--- src/rtl/ifu_pkg.sv ---
// rtl/ifu_pkg.sv - shared types and constants for the instruction fetch unit
//
// Purpose: fetch FSM state encoding and the default reset fetch address.
// Ports:   none (package).

package ifu_pkg;

   // RUN: may issue a request; WAIT: one request outstanding;
   // DROP: the outstanding response belongs to a flushed path and is discarded.
   typedef enum logic [1:0] {
      ST_RUN  = 2'd0,
      ST_WAIT = 2'd1,
      ST_DROP = 2'd2
   } ifu_state_e;

   localparam logic [63:0] IFU_RESET_PC = 64'h0000_0000_8000_0000;
   localparam int          IFU_DEPTH    = 2;

endpackage

--- src/rtl/ifu_fifo.sv ---
// rtl/ifu_fifo.sv - circular {pc, inst} queue between instruction memory and the D-pipe
//
// Purpose: DEPTH-entry queue with push, pop and flush; head entry is read straight
//          from the storage registers, so the head never depends on the push port.
// Ports:
//   clock, reset              clock, synchronous active-high reset
//   flush_i                   empty the queue (wins over push)
//   push_i, push_pc_i/inst_i  write one entry at the tail
//   pop_i                     retire the head entry
//   count_o                   number of valid entries (0..DEPTH)
//   head_pc_o, head_inst_o    head entry contents

module ifu_fifo #(
   parameter int PC_W   = 64,
   parameter int INST_W = 32,
   parameter int DEPTH  = 2
) (
   input  logic                       clock,
   input  logic                       reset,
   input  logic                       flush_i,
   input  logic                       push_i,
   input  logic [PC_W-1:0]            push_pc_i,
   input  logic [INST_W-1:0]          push_inst_i,
   input  logic                       pop_i,
   output logic [$clog2(DEPTH):0]     count_o,
   output logic [PC_W-1:0]            head_pc_o,
   output logic [INST_W-1:0]          head_inst_o
);

   localparam int AW = $clog2(DEPTH);
   localparam int CW = AW + 1;

   logic [PC_W-1:0]   pc_mem_q   [DEPTH];
   logic [INST_W-1:0] inst_mem_q [DEPTH];
   logic [AW-1:0]     wr_ptr_q;
   logic [AW-1:0]     rd_ptr_q;
   logic [CW-1:0]     count_q;

   logic do_push;
   assign do_push = push_i & ~flush_i & ~reset;

   // DEPTH is a power of two, so the pointers wrap by plain overflow.
   always_ff @(posedge clock) begin
      if (reset || flush_i) begin
         wr_ptr_q <= '0;
         rd_ptr_q <= '0;
         count_q  <= '0;
      end else begin
         if (push_i) wr_ptr_q <= wr_ptr_q + 1'b1;
         if (pop_i)  rd_ptr_q <= rd_ptr_q + 1'b1;
         if (push_i && !pop_i)      count_q <= count_q + 1'b1;
         else if (pop_i && !push_i) count_q <= count_q - 1'b1;
      end
   end

   always_ff @(posedge clock) begin
      if (do_push) begin
         pc_mem_q[wr_ptr_q]   <= push_pc_i;
         inst_mem_q[wr_ptr_q] <= push_inst_i;
      end
   end

   assign count_o     = count_q;
   assign head_pc_o   = pc_mem_q[rd_ptr_q];
   assign head_inst_o = inst_mem_q[rd_ptr_q];

endmodule

--- src/rtl/ifu.sv ---
// rtl/ifu.sv - instruction fetch unit, producer side of the D-pipe handshake
//
// Purpose: holds the fetch PC, issues one instruction-memory read at a time,
//          queues returned {pc, inst} pairs and presents them to the decoder.
//          A redirect flushes queued entries and marks an in-flight read stale.
// Ports:
//   clock, reset                          clock, synchronous active-high reset
//   redirect_valid_i, redirect_pc_i       redirect request and target (bits [1:0] ignored)
//   imem_req_valid_o/addr_o, ready_i      read request channel
//   imem_rsp_valid_i, imem_rsp_data_i     read response (in order, one per request)
//   f_valid_o, D_ready_i, pc_o, inst_o    D-pipe output channel

module ifu
   import ifu_pkg::*;
#(
   parameter int              PC_W     = 64,
   parameter int              INST_W   = 32,
   parameter int              DEPTH    = IFU_DEPTH,
   parameter logic [PC_W-1:0] RESET_PC = PC_W'(IFU_RESET_PC)
) (
   input  logic               clock,
   input  logic               reset,
   input  logic               redirect_valid_i,
   input  logic [PC_W-1:0]    redirect_pc_i,
   output logic               imem_req_valid_o,
   output logic [PC_W-1:0]    imem_req_addr_o,
   input  logic               imem_req_ready_i,
   input  logic               imem_rsp_valid_i,
   input  logic [INST_W-1:0]  imem_rsp_data_i,
   output logic               f_valid_o,
   input  logic               D_ready_i,
   output logic [PC_W-1:0]    pc_o,
   output logic [INST_W-1:0]  inst_o
);

   localparam int              CW      = $clog2(DEPTH) + 1;
   localparam logic [CW-1:0]   DEPTH_C = CW'(DEPTH);

   ifu_state_e      state_q;
   logic [PC_W-1:0] fetch_pc_q;
   logic [PC_W-1:0] req_pc_q;
   logic [CW-1:0]   count;
   logic [PC_W-1:0] redirect_tgt;
   logic            req_fire;
   logic            push;
   logic            pop;

   assign redirect_tgt = {redirect_pc_i[PC_W-1:2], 2'b00};

   // A redirect withdraws any request this cycle; the slot check keeps a
   // returning response from ever overflowing the queue.
   assign imem_req_valid_o = ~reset & (state_q == ST_RUN) & (count < DEPTH_C) & ~redirect_valid_i;
   assign imem_req_addr_o  = fetch_pc_q;
   assign req_fire         = imem_req_valid_o & imem_req_ready_i;

   assign f_valid_o = ~reset & (count != '0) & ~redirect_valid_i;
   assign pop       = f_valid_o & D_ready_i;
   assign push      = (state_q == ST_WAIT) & imem_rsp_valid_i & ~redirect_valid_i;

   always_ff @(posedge clock) begin
      if (reset) begin
         state_q    <= ST_RUN;
         fetch_pc_q <= RESET_PC;
         req_pc_q   <= RESET_PC;
      end else if (redirect_valid_i) begin
         fetch_pc_q <= redirect_tgt;
         // An in-flight read becomes stale unless its response is arriving now.
         if (state_q != ST_RUN) state_q <= imem_rsp_valid_i ? ST_RUN : ST_DROP;
      end else begin
         unique case (state_q)
            ST_RUN: begin
               if (req_fire) begin
                  req_pc_q   <= fetch_pc_q;
                  fetch_pc_q <= fetch_pc_q + PC_W'(4);
                  state_q    <= ST_WAIT;
               end
            end
            ST_WAIT, ST_DROP: begin
               if (imem_rsp_valid_i) state_q <= ST_RUN;
            end
            default: state_q <= ST_RUN;
         endcase
      end
   end

   ifu_fifo #(
      .PC_W   (PC_W),
      .INST_W (INST_W),
      .DEPTH  (DEPTH)
   ) u_fifo (
      .clock       (clock),
      .reset       (reset),
      .flush_i     (redirect_valid_i),
      .push_i      (push),
      .push_pc_i   (req_pc_q),
      .push_inst_i (imem_rsp_data_i),
      .pop_i       (pop),
      .count_o     (count),
      .head_pc_o   (pc_o),
      .head_inst_o (inst_o)
   );

   // Memory protocol: no response without an outstanding request, and a
   // pending request may only be withdrawn by a redirect.
   assert property (@(posedge clock) disable iff (reset)
      !(imem_rsp_valid_i && state_q == ST_RUN));
   assert property (@(posedge clock) disable iff (reset)
      (imem_req_valid_o && !imem_req_ready_i) |=>
         (redirect_valid_i || (imem_req_valid_o && $stable(imem_req_addr_o))));

endmodule

--- config.mk ---
export PLATFORM = sky130hd
export DESIGN_NAME = ifu
export DESIGN_NICKNAME = d
export VERILOG_FILES = /design/src/rtl/ifu_pkg.sv /design/src/rtl/ifu_fifo.sv /design/src/rtl/ifu.sv
export SDC_FILE = /design/constraint.sdc
export NUM_CORES = 1
export LEC_CHECK = 0
export CAP_MARGIN = 0
export CORE_UTILIZATION = 42
export DETAILED_ROUTE_END_ITERATION = 8
export PLACE_DENSITY = 0.67
export SLEW_MARGIN = 20
export SYNTH_ARGS = -nofsm -noshare
export SYNTH_HDL_FRONTEND = slang
export SYNTH_HIERARCHICAL = 1
export SYNTH_SLANG_ARGS = --single-unit
export TNS_END_PERCENT = 1
--- constraint.sdc ---
create_clock -name clock -period 8.7 [get_ports clock]
set_input_delay 0.87 -clock clock [delete_from_list [all_inputs] [get_ports clock]]
set_output_delay 0.87 -clock clock [all_outputs]
set_load 0.01 [all_outputs]
==> results.yml <==
status:
  run_status: "complete, no violations"
layout:
  finalNetCount: 1477
  post-route-util_pct: 55.6
  finalNonFillerCells: 1800
  synthToLayoutAreaGrowth_pct: 29.9
  final_layout_size_suffix_gt1_share_pct: 12.8
  layout.filler_cells: 2645
sta:
  final_critical_path_setup_slack_ns: 4.63
  setup_repair_after_global_routing_missed_its_margin: "false"
  fmax_ghz: 0.246
  finalSetupTns_ns: 0
  min_period_over_period_pct: 46.8
  worst-slew-pin-transition_ns: 1.12
  timing.final.crit_period_ns: 4.07
  timing.final.setup_violations: 0
  final-max-slew-violation-count: 0
  holdWs_ns: 0.448
  final_hold_viol_count: 0
  post_route_skew_ns: 0.0119
  timing.max_slew.rel_slack_pct: 25.2
grt:
  grt_pass1_vias: 9318
  grt_usage_pct: 21.4
  grt_pass1_wl_um: 54600
  grt_start_max_net_pins: 75
  globalRouteOverflowTotal: 0
  antenna_found_initial: 4
critical_path:
  endpoint_kind: "primary output"
  critical_path.cell_chain: "buf_4 -> mux2_2 -> clkdlybuf4s50_1"
  critical_path.top_delay_family: "buffers and inverters"
  worstPathRequired_ns: 7.83
  critPathBufInv: 2
  worst_ep_arrival_time_ns: 3.20
  worst-setup-path-type: "reg2out"
  critical_path.reg2reg.startpoint: "state_q[1]"
  max_stage_delay_ns: 0.84
  setup.worst_path.start_class: "flip-flop"
  r2r_slack_ns: 5.63
  crit-reg2reg-capture: "imem_req_addr_o[63]"
  critical_path.max_fanout: 61
  r2r_cells: 7
  cpMaxStageDelayCell: "buf_4"
synthesis:
  yosysWarningCount: 6
  synth.yosys.seq_area_share_pct: 62.1
  synth_cell_type_count: 61
  post-synth-top-count-cell: "edfxtp_1"
  synthDominantAreaCellType: "edfxtp_1"
  post_synth_edffs: 192
  netlist_instances: 1135
  ys_ff_latch: 323
  yosys-top-cells-count: "192 x edfxtp_1, 180 x nand2_1, 131 x dfxtp_1"
  synth.avg_cell_area_sq_um: 11.9
  async_reset_ff_share_pct: 0
  synth_top_cells_by_area: "edfxtp_1 43%, dfxtp_1 19%, nand2_1 5.0%, mux2_2 4.8%, mux2_4 4.4%"
  synth_top_area_share_pct: 42.7
  synth.cell_area_sq_um: 13500
  synthFlopType: "edfxtp_1"
power_and_ir_drop:
  peakVddDrop_mv: 0.114
  power.share.sequential_pct: 49.2
  combPwrFrac_pct: 5.9
  p_leak_nw: 5.59
  power.share.clock_pct: 44.9
  power.share.switching_pct: 21.2
  power.switching_mw: 0.724
  pwrdens_nw_per_um2: 195
  p_int_mw: 2.69
detailed_routing:
  vias: 9645
  drt_wl_total_um: 35800
  ant_nets: 0
  remaining_drc_errors: 0
  drt-pass1-iter-count: 6
  drt_iter0_markers: 691
  via_per_inst: 5.36
  avgRoutedWirePerCell_um: 19.9
clock_network:
  hold_buffers: 0
  clock_pin_slew_on_the_worst_setup_and_hold_paths_ns: 0.06
  clock_tree_from_tritoncts: "yes"
  clock_sink_count: 323
  clock_insertion_delay_worst_skew_ns: 0.51
  cts_made_buffers: 36
  ctsLongestPathBuffers: 3
  ctsHtreeMaxLevel: 2
  cts_resizes: 0
  cts.root.buffer_cell: "clkbuf_16"
  postCtsSetupBuffers: 0
die:
  floorplan.io_pins: 264
  floorplan.die.width_um: 181
  core_sq_um: 31600
  rows: 65
  initial_utilization_pct: 42.8
  fp.dieArea_sq_um: 32900
  fp.dieH_um: 181
place:
  io_buf_count: 259
  routability_cong: 0.822
  place_worst_setup_slack_ns: 4.43
  hpwl_um: 23400
  dp_cells: 1734
hold_path:
  hold_depth: 0
  holdCritStartpoint: "req_pc_q[44]"
  whs_endpoint: "u_fifo/pc_mem_q[0][44]"
  hold_class: "reg2reg"
flow_run:
  maxCapViolCount: 0
-- state kept, by name, indices dropped and copies added (netlist names), named ones only --
register / flops
u_fifo/inst_mem_q: 64
u_fifo/pc_mem_q: 128
u_fifo/count_o: 2
req_pc_q: 62
imem_req_addr_o: 62
u_fifo/wr_ptr_q: 1
state_q: 2
u_fifo/rd_ptr_q: 1
-- worst max-delay path by stage --
stage	cells past startpoint	slack [ns]	start	endpoint
after CTS	3	4.59	flip-flop	pc_o[63]
after floorplan	7	2.11	redirect_valid_i	u_fifo/inst_mem_q[0][0]
final	3	4.63	flip-flop	pc_o[63]
after detailed placement	8	4.43	redirect_valid_i	imem_req_addr_o[12]
after global routing	3	4.50	flip-flop	pc_o[63]
after global placement	8	4.46	redirect_valid_i	imem_req_addr_o[12]
-- kinds of logic (layout without fill, tap and decap cells) --
logic type,after synthesis,count (layout),share of synthesized area (%)
AOI/OAI and AO/OA,193,193,8.39
adders and majority gates,4,4,0.371
DFF,323,323,62.1
muxes,103,103,9.66
buffers and inverters,92,348,3.50
and+or+nand+nor,388,388,13.9
other,1,8,0.0278
xor gates and xnor gates,31,31,2.01
-- per-layer routing --
layer	routed length [um]	global-route usage, %	share of wire, %
met5	13	0	0.036
met3	2730	5.99	7.6
met2	16500	34.5	46
met1	15800	28.5	44
met4	699	5.25	2.0
-- power groups by stage --
stage          Clock (mW)  Combinational [mW]  Sequential [mW]
5_1_grt              1.63               0.216             1.68
2_1_floorplan           0              0.0837             1.70
3_3_place_gp            0               0.196             1.71
4_1_cts              1.57               0.199             1.68
6_report             1.53               0.200             1.68
3_5_place_dp            0               0.198             1.71
-- through the flow --
step                area [sq um]  total power [mW]
global route               17500              3.53
floorplan                  13500              1.78
global placement           16300              1.91
finish                     17500              3.41
detailed placement         16300              1.91
CTS                        17500              3.45
-- cell type report --
| type | count | area, sq um | share of cell area (%) |
|---|---|---|---|
| clock inverters | 11 | 158 | 0.899 |
| multi-input cells | 725 | 4680 | 26.7 |
| repair buffers | 270 | 2690 | 15.3 |
| diodes | 2 | 5.00 | 0.0286 |
| well taps | 402 | 503 | 2.87 |
| clock buffers | 52 | 1040 | 5.95 |
| inverters | 15 | 56.3 | 0.321 |
| flip-flops and latches | 323 | 8390 | 47.9 |
-- cell usage in the layout, fill, tap and decap left out, types with 7 or more instances in the layout --
cell type / n
a211oi_1: 10
a21oi_1: 108
a31oi_1: 7
and3_1: 14
and4_1: 8
buf_4: 11
clkbuf_1: 10
clkbuf_16: 38
clkdlybuf4s50_1: 257
dfxtp_1: 130
edfxtp_1: 192
inv_1: 15
mux2_2: 58
mux2_4: 40
nand2_1: 179
nand3_1: 23
nand4_1: 30
nor2_1: 50
nor3_1: 29
nor4_1: 16
o211ai_1: 7
o21ai_0: 22
o22ai_1: 8
or3_1: 8
xnor2_1: 19
xor2_1: 12
Power figures use the tool's default switching activity.
